File: src/rtl/bsg_mcl_fifo_width_adapter_if.sv
// -----------------------------------------------------------------------------
// bsg_mcl_fifo_width_adapter_if
//
// Groups the per-channel handshake and data buses of the width adapter.
// Every field is num_channels_p wide, or num_channels_p words wide, with
// channel c in the c-th slice.
//
//   Host -> manycore : host_tx_v_i / host_tx_data_i / host_tx_ready_o
//                      mc_tx_v_o   / mc_tx_data_o   / mc_tx_ready_i
//   Manycore -> host : mc_rx_v_i   / mc_rx_data_i   / mc_rx_ready_o
//                      host_rx_v_o / host_rx_data_o / host_rx_yumi_i
//   Status           : rx_vacancy_o (free rx packet slots),
//                      tx_words_o   (words held in the tx collector)
//
// Modports:
//   slave  - the adapter itself.
//   master - the surrounding logic: host FIFOs and the manycore endpoint.
// -----------------------------------------------------------------------------
interface bsg_mcl_fifo_width_adapter_if #(
    parameter int num_channels_p = 2,
    parameter int host_width_p   = 32,
    parameter int pkt_width_p    = 128,
    parameter int rcv_fifo_els_p = 4
);
    localparam int els_lp   = pkt_width_p / host_width_p;
    localparam int cnt_w_lp = $clog2(els_lp + 1);
    localparam int vac_w_lp = $clog2(rcv_fifo_els_p + 1);

    logic [num_channels_p-1:0]                host_tx_v_i;
    logic [num_channels_p*host_width_p-1:0]   host_tx_data_i;
    logic [num_channels_p-1:0]                host_tx_ready_o;
    logic [num_channels_p-1:0]                mc_tx_v_o;
    logic [num_channels_p*pkt_width_p-1:0]    mc_tx_data_o;
    logic [num_channels_p-1:0]                mc_tx_ready_i;
    logic [num_channels_p-1:0]                mc_rx_v_i;
    logic [num_channels_p*pkt_width_p-1:0]    mc_rx_data_i;
    logic [num_channels_p-1:0]                mc_rx_ready_o;
    logic [num_channels_p-1:0]                host_rx_v_o;
    logic [num_channels_p*host_width_p-1:0]   host_rx_data_o;
    logic [num_channels_p-1:0]                host_rx_yumi_i;
    logic [num_channels_p*vac_w_lp-1:0]       rx_vacancy_o;
    logic [num_channels_p*cnt_w_lp-1:0]       tx_words_o;

    modport slave (
        input  host_tx_v_i, host_tx_data_i, mc_tx_ready_i,
        input  mc_rx_v_i, mc_rx_data_i, host_rx_yumi_i,
        output host_tx_ready_o, mc_tx_v_o, mc_tx_data_o,
        output mc_rx_ready_o, host_rx_v_o, host_rx_data_o,
        output rx_vacancy_o, tx_words_o
    );

    modport master (
        output host_tx_v_i, host_tx_data_i, mc_tx_ready_i,
        output mc_rx_v_i, mc_rx_data_i, host_rx_yumi_i,
        input  host_tx_ready_o, mc_tx_v_o, mc_tx_data_o,
        input  mc_rx_ready_o, host_rx_v_o, host_rx_data_o,
        input  rx_vacancy_o, tx_words_o
    );
endinterface

File: src/rtl/bsg_mcl_fifo_width_adapter.sv
// -----------------------------------------------------------------------------
// bsg_mcl_fifo_width_adapter
//
// Per-channel width adapter between host-side narrow word FIFOs and
// manycore-endpoint packet FIFOs. Each channel is fully independent.
//
//   tx: els_lp host words are collected into a packet register, which is
//       then offered to the endpoint. The collector takes no word in the
//       cycle a packet leaves, so a packet takes els_lp+1 cycles.
//   rx: packets land in a rcv_fifo_els_p-deep FIFO. The head is serialised
//       straight out of FIFO storage, one host word per yumi. A slot is
//       freed only when the last word of the packet has been consumed.
//
// Ports:
//   clk_i, reset_n_i  clock, asynchronous active-low reset
//   flush_i [C]       per-channel flush: empties the tx collector and
//                     rewinds the rx head to word 0
//   bus (slave)       handshake, data and status buses
//                     (see bsg_mcl_fifo_width_adapter_if)
//   stats_o [C*64]    only when BSG_MCL_ADAPTER_STATS_EN is defined.
//                     Channel c uses bits [c*64 +: 32] for tx packets sent
//                     and [c*64+32 +: 32] for rx packets drained.
//
// Word order: lsw_first_p=1 puts word k at packet bits
// [k*host_width_p +: host_width_p]. lsw_first_p=0 puts it in slot els_lp-1-k.
// -----------------------------------------------------------------------------
module bsg_mcl_fifo_width_adapter #(
    parameter int num_channels_p = 2,
    parameter int host_width_p   = 32,
    parameter int pkt_width_p    = 128,
    parameter int rcv_fifo_els_p = 4,
    parameter bit lsw_first_p    = 1'b1
) (
    input  logic                      clk_i,
    input  logic                      reset_n_i,
    input  logic [num_channels_p-1:0] flush_i,
    bsg_mcl_fifo_width_adapter_if.slave bus
`ifdef BSG_MCL_ADAPTER_STATS_EN
    ,
    output logic [num_channels_p*64-1:0] stats_o
`endif
);
    localparam int els_lp   = pkt_width_p / host_width_p;
    localparam int cnt_w_lp = $clog2(els_lp + 1);
    localparam int vac_w_lp = $clog2(rcv_fifo_els_p + 1);
    localparam int idx_w_lp = (els_lp > 1) ? $clog2(els_lp) : 1;
    localparam int ptr_w_lp = $clog2(rcv_fifo_els_p);

    typedef enum logic {
        COLLECT_S = 1'b0,
        FULL_S    = 1'b1
    } tx_state_e;

    // Wraps at rcv_fifo_els_p, so the depth need not be a power of two.
    function automatic logic [ptr_w_lp-1:0] ptr_inc(input logic [ptr_w_lp-1:0] p);
        return (p == ptr_w_lp'(rcv_fifo_els_p - 1)) ? '0 : p + ptr_w_lp'(1);
    endfunction

    for (genvar ch = 0; ch < num_channels_p; ch++) begin : g_ch

        // ------------------------------- tx ---------------------------------
        tx_state_e             tx_state_r;
        logic [cnt_w_lp-1:0]   tx_cnt_r;
        logic [host_width_p-1:0] tx_slot_r [els_lp];
        logic [idx_w_lp-1:0]   tx_wr_slot;
        logic                  tx_accept;
        logic                  tx_send;

        assign tx_accept = bus.host_tx_v_i[ch] & (tx_state_r == COLLECT_S);
        assign tx_send   = bus.mc_tx_ready_i[ch] & (tx_state_r == FULL_S);

        // NOTE: give every always_comb output a default first, so a missed
        // branch cannot infer a latch.
        always_comb begin
            tx_wr_slot = idx_w_lp'(tx_cnt_r);
            if (!lsw_first_p) tx_wr_slot = idx_w_lp'(els_lp - 1) - idx_w_lp'(tx_cnt_r);
        end

        // The state register drives ready/valid directly, so mc_tx_v_o has no
        // combinational path from host_tx_v_i. Flush wins over a concurrent
        // send: the packet counts as delivered, and any word offered is dropped.
        // NOTE: sequential state uses non-blocking assignments only, so every
        // flop samples values from before the edge.
        always_ff @(posedge clk_i or negedge reset_n_i) begin
            if (!reset_n_i) begin
                tx_state_r <= COLLECT_S;
                tx_cnt_r   <= '0;
            end else if (flush_i[ch]) begin
                tx_state_r <= COLLECT_S;
                tx_cnt_r   <= '0;
            end else if (tx_send) begin
                tx_state_r <= COLLECT_S;
                tx_cnt_r   <= '0;
            end else if (tx_accept) begin
                tx_cnt_r <= tx_cnt_r + cnt_w_lp'(1);
                if (tx_cnt_r == cnt_w_lp'(els_lp - 1)) tx_state_r <= FULL_S;
            end
        end

        // NOTE: data storage has no reset. Valid qualifiers guard every read,
        // so clearing the payload would only cost reset routing.
        always_ff @(posedge clk_i) begin
            if (tx_accept & ~flush_i[ch])
                tx_slot_r[tx_wr_slot] <= bus.host_tx_data_i[ch*host_width_p +: host_width_p];
        end

        for (genvar s = 0; s < els_lp; s++) begin : g_tx_slot
            assign bus.mc_tx_data_o[(ch*els_lp + s)*host_width_p +: host_width_p] = tx_slot_r[s];
        end

        assign bus.host_tx_ready_o[ch]              = (tx_state_r == COLLECT_S);
        assign bus.mc_tx_v_o[ch]                    = (tx_state_r == FULL_S);
        assign bus.tx_words_o[ch*cnt_w_lp +: cnt_w_lp] = tx_cnt_r;

        // ------------------------------- rx ---------------------------------
        logic [pkt_width_p-1:0]  rx_mem_r [rcv_fifo_els_p];
        logic [ptr_w_lp-1:0]     rx_wr_ptr_r;
        logic [ptr_w_lp-1:0]     rx_rd_ptr_r;
        logic [vac_w_lp-1:0]     rx_cnt_r;
        logic [idx_w_lp-1:0]     rx_idx_r;
        logic [idx_w_lp-1:0]     rx_rd_slot;
        logic [host_width_p-1:0] rx_head_words [els_lp];
        logic                    rx_full;
        logic                    rx_empty;
        logic                    rx_last;
        logic                    rx_enq;
        logic                    rx_deq;

        assign rx_full  = (rx_cnt_r == vac_w_lp'(rcv_fifo_els_p));
        assign rx_empty = (rx_cnt_r == '0);
        assign rx_last  = (rx_idx_r == idx_w_lp'(els_lp - 1));
        assign rx_enq   = bus.mc_rx_v_i[ch] & ~rx_full;
        // A flush rewinds the head instead of retiring it, even on its last word.
        assign rx_deq   = bus.host_rx_yumi_i[ch] & rx_last & ~flush_i[ch] & ~rx_empty;

        always_ff @(posedge clk_i or negedge reset_n_i) begin
            if (!reset_n_i) begin
                rx_wr_ptr_r <= '0;
                rx_rd_ptr_r <= '0;
                rx_cnt_r    <= '0;
                rx_idx_r    <= '0;
            end else begin
                if (rx_enq) rx_wr_ptr_r <= ptr_inc(rx_wr_ptr_r);
                if (rx_deq) rx_rd_ptr_r <= ptr_inc(rx_rd_ptr_r);
                if (rx_enq & ~rx_deq)      rx_cnt_r <= rx_cnt_r + vac_w_lp'(1);
                else if (~rx_enq & rx_deq) rx_cnt_r <= rx_cnt_r - vac_w_lp'(1);
                if (flush_i[ch])                  rx_idx_r <= '0;
                else if (bus.host_rx_yumi_i[ch])  rx_idx_r <= rx_last ? '0 : rx_idx_r + idx_w_lp'(1);
            end
        end

        always_ff @(posedge clk_i) begin
            if (rx_enq) rx_mem_r[rx_wr_ptr_r] <= bus.mc_rx_data_i[ch*pkt_width_p +: pkt_width_p];
        end

        for (genvar s = 0; s < els_lp; s++) begin : g_rx_word
            assign rx_head_words[s] = rx_mem_r[rx_rd_ptr_r][s*host_width_p +: host_width_p];
        end

        always_comb begin
            rx_rd_slot = rx_idx_r;
            if (!lsw_first_p) rx_rd_slot = idx_w_lp'(els_lp - 1) - rx_idx_r;
        end

        assign bus.mc_rx_ready_o[ch] = ~rx_full;
        assign bus.host_rx_v_o[ch]   = ~rx_empty;
        assign bus.host_rx_data_o[ch*host_width_p +: host_width_p] = rx_head_words[rx_rd_slot];
        assign bus.rx_vacancy_o[ch*vac_w_lp +: vac_w_lp] = vac_w_lp'(rcv_fifo_els_p) - rx_cnt_r;

        // The host may only consume a word that is being presented.
        a_yumi_needs_valid: assert property (
            @(posedge clk_i) disable iff (!reset_n_i) bus.host_rx_yumi_i[ch] |-> !rx_empty
        );

`ifdef BSG_MCL_ADAPTER_STATS_EN
        logic [31:0] stat_tx_r;
        logic [31:0] stat_rx_r;

        // Flush does not clear these counters. A send during flush still counts.
        always_ff @(posedge clk_i or negedge reset_n_i) begin
            if (!reset_n_i) begin
                stat_tx_r <= '0;
                stat_rx_r <= '0;
            end else begin
                if (tx_send) stat_tx_r <= stat_tx_r + 32'd1;
                if (rx_deq)  stat_rx_r <= stat_rx_r + 32'd1;
            end
        end

        assign stats_o[ch*64 +: 32]      = stat_tx_r;
        assign stats_o[ch*64 + 32 +: 32] = stat_rx_r;
`endif
    end

endmodule

File: src/flat_wrapper.sv
// flat-port wrapper written by rule: the top's interface ports become plain ports
module bsg_mcl_fifo_width_adapter_flat 
#(
    parameter int num_channels_p = 2,
    parameter int host_width_p   = 32,
    parameter int pkt_width_p    = 128,
    parameter int rcv_fifo_els_p = 4,
    parameter bit lsw_first_p    = 1'b1
)
  (clk_i, reset_n_i, flush_i, bus_host_tx_v_i, bus_host_tx_data_i, bus_mc_tx_ready_i, bus_mc_rx_v_i, bus_mc_rx_data_i, bus_host_rx_yumi_i, bus_host_tx_ready_o, bus_mc_tx_v_o, bus_mc_tx_data_o, bus_mc_rx_ready_o, bus_host_rx_v_o, bus_host_rx_data_o, bus_rx_vacancy_o, bus_tx_words_o);
  bsg_mcl_fifo_width_adapter_if #(.num_channels_p(num_channels_p), .host_width_p(host_width_p), .pkt_width_p(pkt_width_p), .rcv_fifo_els_p(rcv_fifo_els_p)) bus_i ();
  input  logic clk_i;
  input  logic reset_n_i;
  input  logic [num_channels_p-1:0] flush_i;
  input wire logic [$bits(bus_i.host_tx_v_i)-1:0] bus_host_tx_v_i;
  input wire logic [$bits(bus_i.host_tx_data_i)-1:0] bus_host_tx_data_i;
  input wire logic [$bits(bus_i.mc_tx_ready_i)-1:0] bus_mc_tx_ready_i;
  input wire logic [$bits(bus_i.mc_rx_v_i)-1:0] bus_mc_rx_v_i;
  input wire logic [$bits(bus_i.mc_rx_data_i)-1:0] bus_mc_rx_data_i;
  input wire logic [$bits(bus_i.host_rx_yumi_i)-1:0] bus_host_rx_yumi_i;
  output wire logic [$bits(bus_i.host_tx_ready_o)-1:0] bus_host_tx_ready_o;
  output wire logic [$bits(bus_i.mc_tx_v_o)-1:0] bus_mc_tx_v_o;
  output wire logic [$bits(bus_i.mc_tx_data_o)-1:0] bus_mc_tx_data_o;
  output wire logic [$bits(bus_i.mc_rx_ready_o)-1:0] bus_mc_rx_ready_o;
  output wire logic [$bits(bus_i.host_rx_v_o)-1:0] bus_host_rx_v_o;
  output wire logic [$bits(bus_i.host_rx_data_o)-1:0] bus_host_rx_data_o;
  output wire logic [$bits(bus_i.rx_vacancy_o)-1:0] bus_rx_vacancy_o;
  output wire logic [$bits(bus_i.tx_words_o)-1:0] bus_tx_words_o;
  assign bus_i.host_tx_v_i = bus_host_tx_v_i;
  assign bus_i.host_tx_data_i = bus_host_tx_data_i;
  assign bus_i.mc_tx_ready_i = bus_mc_tx_ready_i;
  assign bus_i.mc_rx_v_i = bus_mc_rx_v_i;
  assign bus_i.mc_rx_data_i = bus_mc_rx_data_i;
  assign bus_i.host_rx_yumi_i = bus_host_rx_yumi_i;
  assign bus_host_tx_ready_o = bus_i.host_tx_ready_o;
  assign bus_mc_tx_v_o = bus_i.mc_tx_v_o;
  assign bus_mc_tx_data_o = bus_i.mc_tx_data_o;
  assign bus_mc_rx_ready_o = bus_i.mc_rx_ready_o;
  assign bus_host_rx_v_o = bus_i.host_rx_v_o;
  assign bus_host_rx_data_o = bus_i.host_rx_data_o;
  assign bus_rx_vacancy_o = bus_i.rx_vacancy_o;
  assign bus_tx_words_o = bus_i.tx_words_o;
  bsg_mcl_fifo_width_adapter #(.num_channels_p(num_channels_p), .host_width_p(host_width_p), .pkt_width_p(pkt_width_p), .rcv_fifo_els_p(rcv_fifo_els_p), .lsw_first_p(lsw_first_p)) u_core (.clk_i(clk_i), .reset_n_i(reset_n_i), .flush_i(flush_i), .bus(bus_i));
endmodule
File: config.mk
export PLATFORM = sky130hd
export DESIGN_NAME = bsg_mcl_fifo_width_adapter_flat
export DESIGN_NICKNAME = d
export VERILOG_FILES = /design/src/rtl/bsg_mcl_fifo_width_adapter_if.sv /design/src/rtl/bsg_mcl_fifo_width_adapter.sv /design/src/flat_wrapper.sv
export SDC_FILE = /design/constraint.sdc
export NUM_CORES = 1
export LEC_CHECK = 0
export ABC_AREA = 1
export ABC_CLOCK_PERIOD_IN_PS = 7230
export CAP_MARGIN = 20
export CORE_MARGIN = 5
export CORE_UTILIZATION = 52
export CTS_BUF_LIST = sky130_fd_sc_hd__clkbuf_4
export DETAILED_ROUTE_END_ITERATION = 10
export PLACE_DENSITY_LB_ADDON = 0.1
export SYNTH_ARGS = -nofsm -noshare
export SYNTH_HDL_FRONTEND = slang
export SYNTH_SLANG_ARGS = --single-unit
File: constraint.sdc
create_clock -name clk_i -period 7.23 [get_ports clk_i]
set_clock_uncertainty 0.1 [all_clocks]
set_input_delay 1.446 -clock clk_i [delete_from_list [all_inputs] [get_ports clk_i]]
set_output_delay 1.446 -clock clk_i [all_outputs]
set_load 0.005 [all_outputs]
# == Yosys cells after proc, flatten, opt, wreduce, memory -nomap -nowiden ==
# Memory sizes are Yosys's and may differ from the RTL's.
# Index checks and enable logic that the tools add are counted.
# W data, S select, Z words.
# classes
addsub,14
n_lt_le_gt_ge,2
eq_ne,10
mux,42
n_bitwise,32
n_reduce_logical,12
# ops
cell,count
$bmux W32 S2,2
$mux W32,4
$mux W3,10
$mux W2,10
$and A1 B1 Y1,18
$mux W1,16
$add A2 B1 Y2 const B,6
$add A3 B1 Y3 const B,4
$eq A2 B2 Y1 const B,6
$not A1 Y1,12
$reduce_bool A3 Y1,4
$reduce_bool A2 Y1,4
$eq A3 B2 Y1 const B,2
$eq A3 B3 Y1 const B,2
$ge A3 B3 Y1 const B,2
$logic_not A3 Y1,2
$not A2 Y3,2
$sub A3 B1 Y3 const B,2
$sub A3 B3 Y3 const A,2
$reduce_and A2 Y1,2
# word_totals
ff_bits,26
ramBits,1280
in_bits,332
output_inout_bits,340
word_cells,128
memories,4
# memory_table
memory,depth,width,read_ports,rd_ports_with_merged_regs,write_ports,line_no,source
u_core.g_ch[0].rx_mem_r,4,128,1,0,1,bsg_mcl_fifo_width_adapter.sv:116,logic [pkt_width_p-1:0] rx_mem_r [rcv_fifo_els_p];
u_core.g_ch[1].rx_mem_r,4,128,1,0,1,bsg_mcl_fifo_width_adapter.sv:116,
u_core.g_ch[0].tx_slot_r,4,32,4,0,1,bsg_mcl_fifo_width_adapter.sv:64,logic [host_width_p-1:0] tx_slot_r [els_lp];
u_core.g_ch[1].tx_slot_r,4,32,4,0,1,bsg_mcl_fifo_width_adapter.sv:64,

# == Longest topological paths before layout ==
# logic_depth
depth_word,7
depth_mapped,12
mapped_depth_nobuf,12

# == Least setup slack after synthesis ==
# No wires, ideal clock.
# synth_path
kind,in2reg
from,in bus_mc_rx_v_i[0]
to,"mem u_core.g_ch[0].rx_mem_r[0][0], enable pin"
setup_time_ps,617
arrival_ps,6874
t_required_ps,6513
path_slack_ps,-361
cell_stages,2
n_path_buf,0
path_cell_list,nand2_1 -> nor2_1
# synth_via
elab_chain_len,3
# synth_lines
item,line_no,source
from (decl),flat_wrapper.sv:18,input wire logic [$bits(bus_i.mc_rx_v_i)-1:0] bus_mc_rx_v_i;
$and A1 B1 Y1,bsg_mcl_fifo_width_adapter.sv:132,assign rx_enq = bus.mc_rx_v_i[ch] & ~rx_full;
$mux W1,bsg_mcl_fifo_width_adapter.sv:153,if (rx_enq) rx_mem_r[rx_wr_ptr_r] <= bus.mc_rx_data_i[ch*pkt_width_p +: pkt_width_p];
$mux W1 (implied by the code),bsg_mcl_fifo_width_adapter.sv:153,
to (decl),bsg_mcl_fifo_width_adapter.sv:116,
# No other way between the ends.

# == Final worst setup path ==
# layout_path
from,reg u_core.g_ch[0].rx_rd_ptr_r[0]
to,out bus_host_rx_data_o[27]
# layout_via
elab_chain_len,4
# layout_lines
item,line_no,source
from (decl),bsg_mcl_fifo_width_adapter.sv:118,logic [ptr_w_lp-1:0] rx_rd_ptr_r;
from (signal assigned),bsg_mcl_fifo_width_adapter.sv:144,if (rx_deq) rx_rd_ptr_r <= ptr_inc(rx_rd_ptr_r);
$mem_v2 Z4 W128,--,
$bmux W32 S2,bsg_mcl_fifo_width_adapter.sv:167,assign bus.host_rx_data_o[ch*host_width_p +: host_width_p] = rx_head_words[rx_rd_slot];
$mux W32 (implied by the code) (2 in a row),bsg_mcl_fifo_width_adapter.sv:167,
to (decl),flat_wrapper.sv:26,output wire logic [$bits(bus_i.host_rx_data_o)-1:0] bus_host_rx_data_o;
# No other way between the ends. The select of a mux whose other input is x is not followed.

==> flow_metrics.env <==
export IMPL_worst_skew_pair_late_latency_ps=1110
export IMPL_syn_inst=4574
export IMPL_drive_gt1_frac=0.1048
export IMPL_crit_type="reg2out"
export IMPL_coreArea_mm2=0.1017
export IMPL_cts_tree="yes"
export IMPL_r2r_setup_slack_ps=3890
export IMPL_switching_share=0.3160
export IMPL_wl_per_cell_um=20.86
export IMPL_ant_nets=0
export IMPL_grt_max_degree=157
export IMPL_fin_util=0.6412
export IMPL_drc=0
export IMPL_hold_viol=0
export IMPL_drtIter0Drc=3144
export IMPL_hold_class="in2async"
export IMPL_synth_fp_nets=4938
export IMPL_netlist_area_mm2=0.05330
export IMPL_clk_pin_slew_worst_paths_ps=60
export IMPL_cp_end_kind="output pin"
export IMPL_cp_required_ps=5680
export IMPL_antenna_found_initial=70
export IMPL_worst_path_largest_cell_delay_ps=990
export IMPL_reg2reg_to="u_core.g_ch[1].rx_mem_r[0][102]$_DFFE_PP_"
export IMPL_finalSetupViolCount=0
export IMPL_worstSetupStartpointType="flip-flop"
export IMPL_firstDrtPassIters=8
export IMPL_path_depth=8
export IMPL_postCtsResizedCells=0
export IMPL_power_density_mw_per_mm2=328.1
export IMPL_dp_hpwl_mm=91.09
export IMPL_vias_per_cell=5.048
export IMPL_ioPinCount=672
export IMPL_pwr_share_seq=0.469
export IMPL_place_gp_congestion=0.8212
export IMPL_period_minus_slack_ps=6081
export IMPL_comb_power_share=0.243
export IMPL_htreeDepth=5
export IMPL_reg2reg_from="u_core.g_ch[1].rx_cnt_r[0]$_DFFE_PN0P_"
export IMPL_routed_via_count=35660
export IMPL_ys_warn_count=0
export IMPL_setup_tns_ps=0
export IMPL_p_total_w=0.02141
export IMPL_p_int_w=0.01464
export IMPL_cts_max_path_buffers=4
export IMPL_cp_arrival_ps=4530
export IMPL_setup_slack_ps=1149
export IMPL_path_delay_family="buffers and inverters"
export IMPL_grt_first_pass_wirelength_mm=210.9
export IMPL_start_util=0.5239
export IMPL_routed_wl_mm=147.4
export IMPL_root_buffer="clkbuf_4"
export IMPL_overflow=0
export IMPL_worst_slew_pin_slew_ps=1113
export IMPL_crit_path_max_fanout=133
export IMPL_num_rows=117
export IMPL_maxSlewHeadroom=0.2559
export IMPL_cp_endpoint="bus_host_rx_data_o[27]"
export IMPL_worstPathCellList="inv_8 > buf_4 > nand2_1 > nand3_1 > nand3_1 > nand3_1 > nand2_1 > clkdlybuf4s50_1"
export IMPL_numCtsBuffers=345
export IMPL_grt_pass1_vias=33460
export IMPL_cp_slowest_cell="dfrtp_4"
export IMPL_fmax_ghz=0.1645
export IMPL_outcome="completed"
export IMPL_rsz0062_at_grt="false"
export IMPL_maxSlewViolCount=0
export IMPL_holdBufCountCts=0
export IMPL_fin_crit_sh=0.8410
export IMPL_worst_path_buf_inv=3
export IMPL_clockPowerShare=0.288
export IMPL_avgSynthCellArea_um2=11.65
export IMPL_clock_sinks=1306
export IMPL_synth_distinct_cells=24
export IMPL_fp_dieH_um=330.2
export IMPL_final_nets=5786
export IMPL_die_x_um=330.2
export IMPL_area_delta_synth_final_pct=22.39
export IMPL_drv_cap=0
export IMPL_critPathMostFrequentCell="nand3_1"
export IMPL_port_buffers=671
export IMPL_ys_seq_elements=1306
export IMPL_dp_slack_ps=2396
export IMPL_crit_start="u_core.g_ch[0].rx_rd_ptr_r[0]$_DFFE_PN0P_"
export IMPL_whs_ps=323.8
export IMPL_grt_total_usage=0.2626
export IMPL_reg2reg_depth=7
export IMPL_p_leak_nw=26.98
export IMPL_p_switching_w=0.006764
export IMPL_die_area_mm2=0.1090
export IMPL_seq_area_frac_synth=0.7333
export IMPL_cts_setup_buffers=0
export IMPL_ir_drop_v=0.0002263
## how the worst min path moves through the flow
| stage | startpoint | endpoint | cells past startpoint |
|---|---|---|---|
| after floorplan | u_core.g_ch[0].tx_state_r$_DFFE_PN0P_ | u_core.g_ch[0].tx_state_r$_DFFE_PN0P_ | 2 |
| after detailed placement | u_core.g_ch[1].rx_cnt_r[0]$_DFFE_PN0P_ | u_core.g_ch[1].rx_cnt_r[0]$_DFFE_PN0P_ | 1 |
| final | reset_n_i | u_core.g_ch[0].rx_rd_ptr_r[0]$_DFFE_PN0P_ | 1 |
| after global placement | u_core.g_ch[0].tx_state_r$_DFFE_PN0P_ | u_core.g_ch[0].tx_state_r$_DFFE_PN0P_ | 2 |
| after CTS | reset_n_i | u_core.g_ch[0].tx_cnt_r[2]$_DFFE_PN0P_ | 1 |
| after global routing | reset_n_i | u_core.g_ch[1].tx_cnt_r[2]$_DFFE_PN0P_ | 1 |
## power groups by stage
stage                     logic, W  clock network (W)  registers (W)
final                      0.00520            0.00617         0.0100
after global routing       0.00576            0.00675         0.0101
after CTS                  0.00523            0.00634         0.0100
after detailed placement   0.00521                  0         0.0102
after global placement     0.00514                  0         0.0102
after floorplan            0.00335                  0         0.0102
## sequential cells by signal (all words and copies together) (netlist names)
signal / cells
u_core.g_ch.rx_mem_r: 1024
u_core.g_ch.tx_state_r: 2
u_core.g_ch.tx_slot_r: 256
u_core.g_ch.tx_cnt_r: 6
u_core.g_ch.rx_cnt_r: 6
u_core.g_ch.rx_wr_ptr_r: 4
u_core.g_ch.rx_idx_r: 4
u_core.g_ch.rx_rd_ptr_r: 4
## layer usage
metal  global-route usage  routed length [um]  share of wire
met4               0.1221                4739          0.032
met1               0.3343               57040           0.39
met2               0.4083               70270           0.48
met3              0.09212               15030           0.10
met5                    0                 277         0.0019
## worst reg2reg max path, delay by kind of cell (launching register included)
| family | cells | cell delay [ps] |
|---|---|---|
| AND/OR/NAND/NOR | 2 | 1150 |
| buffers and inverters | 3 | 720 |
| flip-flops | 1 | 440 |
| adder cells (fa/ha/maj) | 2 | 410 |
## cell usage after synthesis
| library cell | number | area [um^2] |
|---|---|---|
| a21oi_1 | 18 | 90.09 |
| buf_1 | 21 | 78.83 |
| buf_12 | 1 | 20.02 |
| buf_2 | 92 | 460.4 |
| buf_4 | 17 | 127.6 |
| buf_6 | 53 | 596.8 |
| buf_8 | 1 | 15.01 |
| clkbuf_1 | 29 | 108.9 |
| dfrtp_1 | 26 | 650.6 |
| edfxtp_1 | 1280 | 38440 |
| fa_1 | 2 | 40.04 |
| ha_1 | 30 | 375.4 |
| inv_1 | 822 | 3085 |
| inv_2 | 2 | 7.510 |
| inv_4 | 1 | 6.260 |
| inv_6 | 1 | 8.760 |
| nand2_1 | 1356 | 5090 |
| nand3_1 | 770 | 3854 |
| nand4_1 | 2 | 12.51 |
| nor2_1 | 30 | 112.6 |
| o211a_1 | 2 | 20.02 |
| o21ai_0 | 14 | 70.07 |
| xnor2_1 | 2 | 17.52 |
| xor2_1 | 2 | 17.52 |
## area by class of cell
| class | count | area, um^2 |
|---|---|---|
| fill | 7927 | 36500 |
| tap | 1368 | 1712 |
| multi-input combinational | 2228 | 9799 |
| inverter | 826 | 3122 |
| clock inverter | 73 | 381.6 |
| timing repair buffer | 715 | 7204 |
| antenna | 40 | 100.1 |
| sequential | 1306 | 39110 |
| clock buffer | 508 | 3814 |
## cell usage in the layout, fill, tap and decap left out
master,instances
o21ai_0,14
buf_2,1
nand3_1,770
clkdlybuf4s50_1,670
bufinv_16,4
dfrtp_1,20
dfrtp_2,2
buf_12,13
a21oi_1,18
fa_1,2
inv_4,2
nand2_1,1356
clkbuf_4,508
xor2_1,2
nor2_4,12
clkinv_2,3
o211a_1,2
ha_1,30
nor2_1,14
inv_2,7
clkinv_1,62
inv_8,2
dfrtp_4,4
diode_2,40
edfxtp_1,1280
nor2_2,4
xnor2_1,2
inv_1,819
nand4_1,2
buf_4,31
## kinds of logic (layout without fill, tap and decap cells)
logic type               Yosys count  count (layout)  share of synthesized area
flip-flops                      1306            1306                     0.7333
AND/OR/NAND/NOR                 2158            2158                     0.1701
other                              0              40                          0
XOR/XNOR                           4               4                  0.0006574
AO/OA/AOI/OAI                     34              34                   0.003380
buffers and inverters           1040            2122                    0.08472
adder cells (fa/ha/maj)           32              32                   0.007793
## through the flow
step	std cells	area (um^2)
global route	7051	65210
finish	7064	65240
floorplan	4574	53300
global placement	6440	60880
detailed placement	6440	60880
CTS	7021	65080
Power figures use the tool's default switching activity.
